===== src/rtl/jtag_pkg.sv =====
// -----------------------------------------------------------------------------
// jtag_pkg
// Shared definitions for the JTAG TCK shifter: controller state encoding,
// bit positions of TMS/TDI inside the player's vector_data word, the half
// period substituted for a programmed value of zero, and a small helper that
// drops one captured TDO bit into the byte being packed.
// -----------------------------------------------------------------------------
package jtag_pkg;

    typedef enum logic [2:0] {
        IDLE,
        REQ,
        ACK,
        LOW,
        HIGH,
        FLUSH
    } state_t;

    localparam int unsigned VEC_TMS_BIT         = 0;
    localparam int unsigned VEC_TDI_BIT         = 1;
    localparam int unsigned DEFAULT_HALF_PERIOD = 1;

    // Returns sr with bit 'pos' replaced by 'b'.
    function automatic logic [7:0] insert_bit(input logic [7:0] sr,
                                              input logic [2:0] pos,
                                              input logic       b);
        logic [7:0] r;
        r      = sr;
        r[pos] = b;
        return r;
    endfunction

endpackage


===== src/rtl/jtag_tck_shifter_if.sv =====
// -----------------------------------------------------------------------------
// jtag_tck_shifter_if
// Bus bundle between the shifter and its neighbours:
//   get_next_data / data_ready / vector_data : level handshake with the player
//   cap_addr / cap_wr_data / cap_we          : capture RAM write port
// master : the shifter side (drives requests and capture writes)
// slave  : the player / capture RAM side
// -----------------------------------------------------------------------------
interface jtag_tck_shifter_if #(
    parameter int unsigned CAP_ADDR_WIDTH = 12
);

    logic                      get_next_data;
    logic                      data_ready;
    logic [1:0]                vector_data;
    logic [CAP_ADDR_WIDTH-1:0] cap_addr;
    logic [7:0]                cap_wr_data;
    logic                      cap_we;

    modport master (
        output get_next_data,
        input  data_ready,
        input  vector_data,
        output cap_addr,
        output cap_wr_data,
        output cap_we
    );

    modport slave (
        input  get_next_data,
        output data_ready,
        output vector_data,
        input  cap_addr,
        input  cap_wr_data,
        input  cap_we
    );

endinterface


===== src/rtl/sync2.sv =====
// -----------------------------------------------------------------------------
// sync2
// Two-flop synchroniser for a single asynchronous level.
//   clk   : destination clock
//   rst_n : asynchronous active-low reset (output resets to 0)
//   d     : asynchronous input
//   q     : synchronised output, two clk cycles of latency
// -----------------------------------------------------------------------------
module sync2 (
    input  logic clk,
    input  logic rst_n,
    input  logic d,
    output logic q
);

    logic meta_q;
    logic sync_q;

    always_ff @(posedge clk or negedge rst_n) begin
        if (!rst_n) begin
            meta_q <= 1'b0;
            sync_q <= 1'b0;
        end else begin
            meta_q <= d;
            sync_q <= meta_q;
        end
    end

    assign q = sync_q;

endmodule


===== src/rtl/jtag_tck_shifter.sv =====
// -----------------------------------------------------------------------------
// jtag_tck_shifter
// Pulls one (TMS,TDI) pair per JTAG bit from the vector player, drives the
// TCK/TMS/TDI pins with a programmable half period, samples TDO on each bit and
// packs the samples LSB-first into bytes written to a capture RAM.
//   clk, rst_n      : system clock, asynchronous active-low reset
//   start, abort    : one-cycle command pulses
//   bit_count       : bits per run (latched at start)
//   tck_half_period : clk cycles per TCK half period (latched, 0 acts as 1)
//   bus             : player handshake + capture RAM port (master side)
//   tck, tms, tdi   : JTAG outputs
//   tdo             : JTAG input (asynchronous)
//   busy, done      : run in progress / one-cycle completion pulse
// -----------------------------------------------------------------------------
module jtag_tck_shifter
    import jtag_pkg::*;
#(
    parameter int unsigned DIV_WIDTH      = 16,
    parameter int unsigned CAP_ADDR_WIDTH = 12
) (
    input  logic                 clk,
    input  logic                 rst_n,
    input  logic                 start,
    input  logic                 abort,
    input  logic [31:0]          bit_count,
    input  logic [DIV_WIDTH-1:0] tck_half_period,
    jtag_tck_shifter_if.master   bus,
    output logic                 tck,
    output logic                 tms,
    output logic                 tdi,
    input  logic                 tdo,
    output logic                 busy,
    output logic                 done
);

    state_t                    state_q, state_d;
    logic [31:0]               bit_count_q, bit_count_d;
    logic [31:0]               bit_idx_q, bit_idx_d;
    logic [DIV_WIDTH-1:0]      half_q, half_d;
    logic [DIV_WIDTH-1:0]      div_cnt_q, div_cnt_d;
    logic [7:0]                cap_sr_q, cap_sr_d;
    logic [7:0]                cap_wr_data_q, cap_wr_data_d;
    logic [CAP_ADDR_WIDTH-1:0] cap_addr_q, cap_addr_d;
    logic                      cap_we_q, cap_we_d;
    logic                      tck_q, tck_d;
    logic                      tms_q, tms_d;
    logic                      tdi_q, tdi_d;
    logic                      gnd_q, gnd_d;
    logic                      busy_q, busy_d;
    logic                      done_q, done_d;

    logic                      dr_s;
    logic                      tdo_s;
    logic                      half_last;
    logic                      last_bit;
    logic [7:0]                cap_byte;
    logic [DIV_WIDTH-1:0]      half_eff;

    sync2 u_dr_sync (
        .clk   (clk),
        .rst_n (rst_n),
        .d     (bus.data_ready),
        .q     (dr_s)
    );

    sync2 u_tdo_sync (
        .clk   (clk),
        .rst_n (rst_n),
        .d     (tdo),
        .q     (tdo_s)
    );

    assign half_eff  = (tck_half_period == '0) ? DIV_WIDTH'(DEFAULT_HALF_PERIOD)
                                               : tck_half_period;
    assign half_last = (div_cnt_q == half_q - DIV_WIDTH'(1));
    assign last_bit  = ((bit_idx_q + 32'd1) == bit_count_q);
    assign cap_byte  = insert_bit(cap_sr_q, bit_idx_q[2:0], tdo_s);

    always_comb begin
        state_d       = state_q;
        bit_count_d   = bit_count_q;
        bit_idx_d     = bit_idx_q;
        half_d        = half_q;
        div_cnt_d     = div_cnt_q;
        cap_sr_d      = cap_sr_q;
        cap_wr_data_d = cap_wr_data_q;
        cap_we_d      = 1'b0;
        tck_d         = tck_q;
        tms_d         = tms_q;
        tdi_d         = tdi_q;
        gnd_d         = gnd_q;
        busy_d        = busy_q;
        done_d        = 1'b0;
        // The address advances the cycle after each write strobe.
        cap_addr_d    = cap_we_q ? cap_addr_q + CAP_ADDR_WIDTH'(1) : cap_addr_q;

        if (abort && (state_q != IDLE)) begin
            // Any byte still being packed is discarded.
            state_d = IDLE;
            tck_d   = 1'b0;
            gnd_d   = 1'b0;
            busy_d  = 1'b0;
            done_d  = 1'b1;
        end else begin
            unique case (state_q)
                IDLE: begin
                    tck_d = 1'b0;
                    if (start) begin
                        bit_count_d = bit_count;
                        half_d      = half_eff;
                        bit_idx_d   = '0;
                        div_cnt_d   = '0;
                        cap_sr_d    = '0;
                        cap_addr_d  = '0;
                        if (bit_count == '0) begin
                            done_d = 1'b1;
                        end else begin
                            busy_d  = 1'b1;
                            gnd_d   = 1'b1;
                            state_d = REQ;
                        end
                    end
                end

                REQ: begin
                    if (dr_s) begin
                        tms_d   = bus.vector_data[VEC_TMS_BIT];
                        tdi_d   = bus.vector_data[VEC_TDI_BIT];
                        gnd_d   = 1'b0;
                        state_d = ACK;
                    end
                end

                ACK: begin
                    if (!dr_s) begin
                        div_cnt_d = '0;
                        state_d   = LOW;
                    end
                end

                LOW: begin
                    if (half_last) begin
                        div_cnt_d = '0;
                        tck_d     = 1'b1;
                        state_d   = HIGH;
                    end else begin
                        div_cnt_d = div_cnt_q + DIV_WIDTH'(1);
                    end
                end

                HIGH: begin
                    if (half_last) begin
                        div_cnt_d = '0;
                        tck_d     = 1'b0;
                        bit_idx_d = bit_idx_q + 32'd1;
                        // A full byte or the final bit flushes the packed byte;
                        // bits not yet filled stay 0 because the packer is cleared.
                        if ((bit_idx_q[2:0] == 3'd7) || last_bit) begin
                            cap_we_d      = 1'b1;
                            cap_wr_data_d = cap_byte;
                            cap_sr_d      = '0;
                        end else begin
                            cap_sr_d = cap_byte;
                        end
                        if (last_bit) begin
                            state_d = FLUSH;
                        end else begin
                            gnd_d   = 1'b1;
                            state_d = REQ;
                        end
                    end else begin
                        div_cnt_d = div_cnt_q + DIV_WIDTH'(1);
                    end
                end

                FLUSH: begin
                    if (!cap_we_q) begin
                        done_d  = 1'b1;
                        busy_d  = 1'b0;
                        state_d = IDLE;
                    end
                end

                default: state_d = IDLE;
            endcase
        end
    end

    always_ff @(posedge clk or negedge rst_n) begin
        if (!rst_n) begin
            state_q       <= IDLE;
            bit_count_q   <= '0;
            bit_idx_q     <= '0;
            half_q        <= '0;
            div_cnt_q     <= '0;
            cap_sr_q      <= '0;
            cap_wr_data_q <= '0;
            cap_addr_q    <= '0;
            cap_we_q      <= 1'b0;
            tck_q         <= 1'b0;
            tms_q         <= 1'b1;
            tdi_q         <= 1'b0;
            gnd_q         <= 1'b0;
            busy_q        <= 1'b0;
            done_q        <= 1'b0;
        end else begin
            state_q       <= state_d;
            bit_count_q   <= bit_count_d;
            bit_idx_q     <= bit_idx_d;
            half_q        <= half_d;
            div_cnt_q     <= div_cnt_d;
            cap_sr_q      <= cap_sr_d;
            cap_wr_data_q <= cap_wr_data_d;
            cap_addr_q    <= cap_addr_d;
            cap_we_q      <= cap_we_d;
            tck_q         <= tck_d;
            tms_q         <= tms_d;
            tdi_q         <= tdi_d;
            gnd_q         <= gnd_d;
            busy_q        <= busy_d;
            done_q        <= done_d;
        end
    end

    assign bus.get_next_data = gnd_q;
    assign bus.cap_addr      = cap_addr_q;
    assign bus.cap_wr_data   = cap_wr_data_q;
    assign bus.cap_we        = cap_we_q;
    assign tck               = tck_q;
    assign tms               = tms_q;
    assign tdi               = tdi_q;
    assign busy              = busy_q;
    assign done              = done_q;

endmodule


===== src/flat_wrapper.sv =====
// flat-port wrapper written by rule: the top's interface ports become plain ports
module jtag_tck_shifter_flat import jtag_pkg::*;
#(
    parameter int unsigned DIV_WIDTH      = 16,
    parameter int unsigned CAP_ADDR_WIDTH = 12
)
  (clk, rst_n, start, abort, bit_count, tck_half_period, tck, tms, tdi, tdo, busy, done, bus_get_next_data, bus_data_ready, bus_vector_data, bus_cap_addr, bus_cap_wr_data, bus_cap_we);
  jtag_tck_shifter_if #(.CAP_ADDR_WIDTH(CAP_ADDR_WIDTH)) bus_i ();
  input  logic clk;
  input  logic rst_n;
  input  logic start;
  input  logic abort;
  input  logic [31:0] bit_count;
  input  logic [DIV_WIDTH-1:0] tck_half_period;
  output logic tck;
  output logic tms;
  output logic tdi;
  input  logic tdo;
  output logic busy;
  output logic done;
  output wire logic [$bits(bus_i.get_next_data)-1:0] bus_get_next_data;
  input wire logic [$bits(bus_i.data_ready)-1:0] bus_data_ready;
  input wire logic [$bits(bus_i.vector_data)-1:0] bus_vector_data;
  output wire logic [$bits(bus_i.cap_addr)-1:0] bus_cap_addr;
  output wire logic [$bits(bus_i.cap_wr_data)-1:0] bus_cap_wr_data;
  output wire logic [$bits(bus_i.cap_we)-1:0] bus_cap_we;
  assign bus_get_next_data = bus_i.get_next_data;
  assign bus_i.data_ready = bus_data_ready;
  assign bus_i.vector_data = bus_vector_data;
  assign bus_cap_addr = bus_i.cap_addr;
  assign bus_cap_wr_data = bus_i.cap_wr_data;
  assign bus_cap_we = bus_i.cap_we;
  jtag_tck_shifter #(.DIV_WIDTH(DIV_WIDTH), .CAP_ADDR_WIDTH(CAP_ADDR_WIDTH)) u_core (.clk(clk), .rst_n(rst_n), .start(start), .abort(abort), .bit_count(bit_count), .tck_half_period(tck_half_period), .bus(bus_i), .tck(tck), .tms(tms), .tdi(tdi), .tdo(tdo), .busy(busy), .done(done));
endmodule

===== config.mk =====
export PLATFORM = sky130hd
export DESIGN_NAME = jtag_tck_shifter_flat
export DESIGN_NICKNAME = d
export VERILOG_FILES = /design/src/rtl/jtag_pkg.sv /design/src/rtl/jtag_tck_shifter_if.sv /design/src/rtl/sync2.sv /design/src/rtl/jtag_tck_shifter.sv /design/src/flat_wrapper.sv
export SDC_FILE = /design/constraint.sdc
export NUM_CORES = 1
export LEC_CHECK = 0
export BUFFER_PORTS_ARGS = -buffer_cell sky130_fd_sc_hd__buf_4
export CAP_MARGIN = 5
export CORE_MARGIN = 5
export CORE_UTILIZATION = 50
export DETAILED_ROUTE_END_ITERATION = 12
export PLACE_DENSITY_LB_ADDON = 0.3
export SETUP_SLACK_MARGIN = 0.1
export SKIP_CTS_REPAIR_TIMING = 1
export SLEW_MARGIN = 20
export SYNTH_ARGS = -nofsm -noshare
export SYNTH_HDL_FRONTEND = slang
export SYNTH_SLANG_ARGS = --single-unit

===== constraint.sdc =====
create_clock -name clk -period 4.19 [get_ports clk]
set_input_delay 0.419 -clock clk [delete_from_list [all_inputs] [get_ports clk]]
set_output_delay 0.419 -clock clk [all_outputs]
set_load 0.05 [all_outputs]

==> run summary <==
Die ar.: 0.0190 mm²
Mapped Nets: 930
Avg Cell Area, Syn: 9.41 µm²
CTS root buf: clkbuf_16
violated checks: negative hold slack
drt initial violations: 695
Critical Path RT: 4.49 ns
Post-synth EDFFs: 0
Adder-Cell Fraction of Synth Area: 0.765%
fraction of registers with async set/reset: 100%
Area contributors post-synth: dfrtp_1 42%, mux2_2 6.6%, o21ai_0 3.9%, xor2_1 3.7%, xnor2_1 3.6%
Tmin final: 3.75 ns
HPWL after DPL: 14400 µm
Final Hold Viols: 42
Post-route DRC: 0
final slew viol count: 0
mux cell area share after synthesis: 7.71%
RR Startpoint: u_core.bit_idx_q[1]
clk sinks: 138
R2R depth: 10
Worst Skew: 0.00921 ns
maximum vdd drop: 0.385 mV
ant diodes: 0
Cell Int Power: 0.00347 W
Worst Max-Slew Pin Slew: 0.934 ns
CP Data Arrival Time: 4.05 ns
FF-to-FF End: u_core.bus.cap_wr_data[5]
pre-CTS setup slack: 0.204 ns
first-pass GRT wire length: 33700 µm
post-route ant nets: 0
hold slack: -0.0184 ns
power density over the cells: 554 mW/mm²
cell taking the most area after synthesis: dfrtp_1
grt ovf: 0
Reg clk slew, reported paths: 0.06 ns
DRT Pass-1 Iters: 5
clock power share: 31.5%
All-Layer GR Usage: 22.4%
die height: 138 µm
Worst Hold Class: primary input to async pin
Mapped Area: 0.00818 mm²
Max H-tree Level: 4
initial antenna violation count: 0
simple-gate share of the synthesized area: 21.6%
# nets final: 986
vias in the first global route: 6707
fillers: 1358
largest family of logic cells by synthesized area: simple AND/OR/NAND/NOR gates
CP Launch Type: register
largest net degree at the start of global routing: 65
clock latency on the worst-skew pair: 0.42 ns
Worst Setup Slack, final: 0.439 ns
Flop pwr share: 37.7%
drt wl/cell: 17.6 µm
Synth warnings: 0
maximum fanout along the worst path: 14
most frequent cell after synthesis: dfrtp_1
RSZ-0062 raised after global routing: false
post-synthesis cell count: 869
Worst Setup Path Type: register to register
Reg2Reg Setup Slack: 0.44 ns
switching share of power: 34.4%
ratio of cells with drive above 1 in the final layout: 22.0%
status: finished, violations left
Core Area: 0.0159 mm²
Via Count: 6920
die width: 138 µm
PortBufs: 82
Setup-failing EPs final: 0
Synth top cells by count: 137 x dfrtp_1, 68 x nand2_1, 66 x nor2_1, 64 x o21ai_0, 48 x mux2_2
Max Root-Sink Buffers: 2
xor and xnor fraction of the mapped netlist area: 7.39%
initial core utilization: 51.3%
combinational group share of total power: 30.8%
Netlist cell types: 80
Post-Route WL: 20300 µm
FP Rows: 46
FF/Latch Area: 0.00346 mm²
Max Clock Freq: 0.267 GHz
top cell type's share of synthesized area: 41.9%
I/O pins: 83
Synth Area in Compound Gates: 16.7%
setup_tns: 0 ns
fin crit share: 89.5%
CTS tree: yes
sequential area share after synthesis: 42.2%
max_cap viols: 0
top_reg_cell synth: dfrtp_1
final estimated routing congestion in global placement: 0.910
Slew Limit Headroom: 37.5%
Pleak: 4.05 nW
Layout area overhead: 16.8%
total CTS buffers: 17
area of the multi-input gates: 0.00445 mm²
Psw: 0.00182 W
element type at the critical path end: register
register bit total from synthesis: 138
vias per inst: 6.00
layout make-up:
class / instances / area share [%]
inverter: 9 / 0.353
multi-input combinational: 667 / 46.6
tap: 216 / 2.83
timing repair buffer: 92 / 7.27
clock buffer: 21 / 4.82
sequential: 138 / 36.2
clock inverter: 11 / 2.02
flip-flops by register name (all words and copies together) (netlist names), 3 cells and up:
signal,cells
u_core.bus.cap_wr_data,8
u_core.bit_idx_q,32
u_core.cap_sr_q,8
u_core.half_q,16
u_core.state_q,3
u_core.bit_count_q,32
u_core.bus.cap_addr,12
u_core.div_cnt_q,16
worst max path at each step:
stage | end | cells after the start | from | slack (ns)
2_1_floorplan | u_core.bus.get_next_data | 11 | u_core.bit_idx_q[0] | 1.27
3_3_place_gp | u_core.bus.cap_wr_data[7] | 10 | u_core.bit_idx_q[0] | 0.26
3_5_place_dp | u_core.bus.cap_wr_data[5] | 10 | u_core.bit_idx_q[0] | 0.20
4_1_cts | u_core.bus.cap_wr_data[5] | 10 | u_core.bit_idx_q[0] | 0.16
5_1_grt | u_core.bus.cap_wr_data[2] | 10 | u_core.bit_idx_q[1] | 0.16
6_report | u_core.bus.cap_wr_data[5] | 10 | u_core.bit_idx_q[1] | 0.44
kinds of logic after synthesis:
family / count (synthesis)
xor gates and xnor gates: 69
buffers and inverters: 64
DFF: 138
and+or+nand+nor: 327
muxes: 57
adders and majority gates: 5
AOI/OAI and AO/OA: 209
critical path, cell delays in order (launching register included):
cell and delay, ns:
dfrtp_1 0.56, ha_1 0.26, nand3_1 0.25, or4_1 0.77, or3_1 0.43, a21oi_1 0.17, a21oi_1 0.07, and4_4 0.23
a21oi_2 0.43, or2_1 0.36, o21ai_1 0.12
metal layers:
metal  up-vias  track usage [%]  share of wire (%)
met4         0             8.51                2.9
li1       3309                -                  -
met5         -                0                  0
met1      3392             29.3                 44
met2       173             36.8                 49
met3        46             4.39                4.2
cells in the final DEF (no fill, tap or decap), types with 24 or more instances in the layout:
cell	netlist	final
nor2_1	66	66
buf_4	2	91
and3_1	25	25
nand4_1	24	24
dfrtp_1	137	136
nand3_1	26	26
xnor2_1	34	34
o21ai_0	64	64
xor2_1	35	35
mux2_2	48	48
nand2_1	68	68
a21oi_1	24	24
o21ai_1	37	37
through the flow:
stage	total power (W)	util, %	cells	area, µm²	hold WS [ns]
after floorplan	0.00318	-	869	8180	0.123
after global placement	0.00357	55.8	1122	8890	0.333
after detailed placement	0.00362	55.8	1122	8890	0.342
after CTS	0.00531	59.9	1154	9540	-0.00793
after global routing	0.00557	59.9	1154	9560	0.0275
final	0.00529	59.9	1154	9560	-0.0184
power groups by stage:
stage | Sequential [W] | Combinational (W) | Clock (W)
finish | 0.00200 | 0.00163 | 0.00167
global route | 0.00203 | 0.00179 | 0.00174
CTS | 0.00199 | 0.00163 | 0.00169
detailed placement | 0.00201 | 0.00161 | 0
global placement | 0.00200 | 0.00157 | 0
floorplan | 0.00192 | 0.00127 | 0
(Power assumes the default switching activity.)
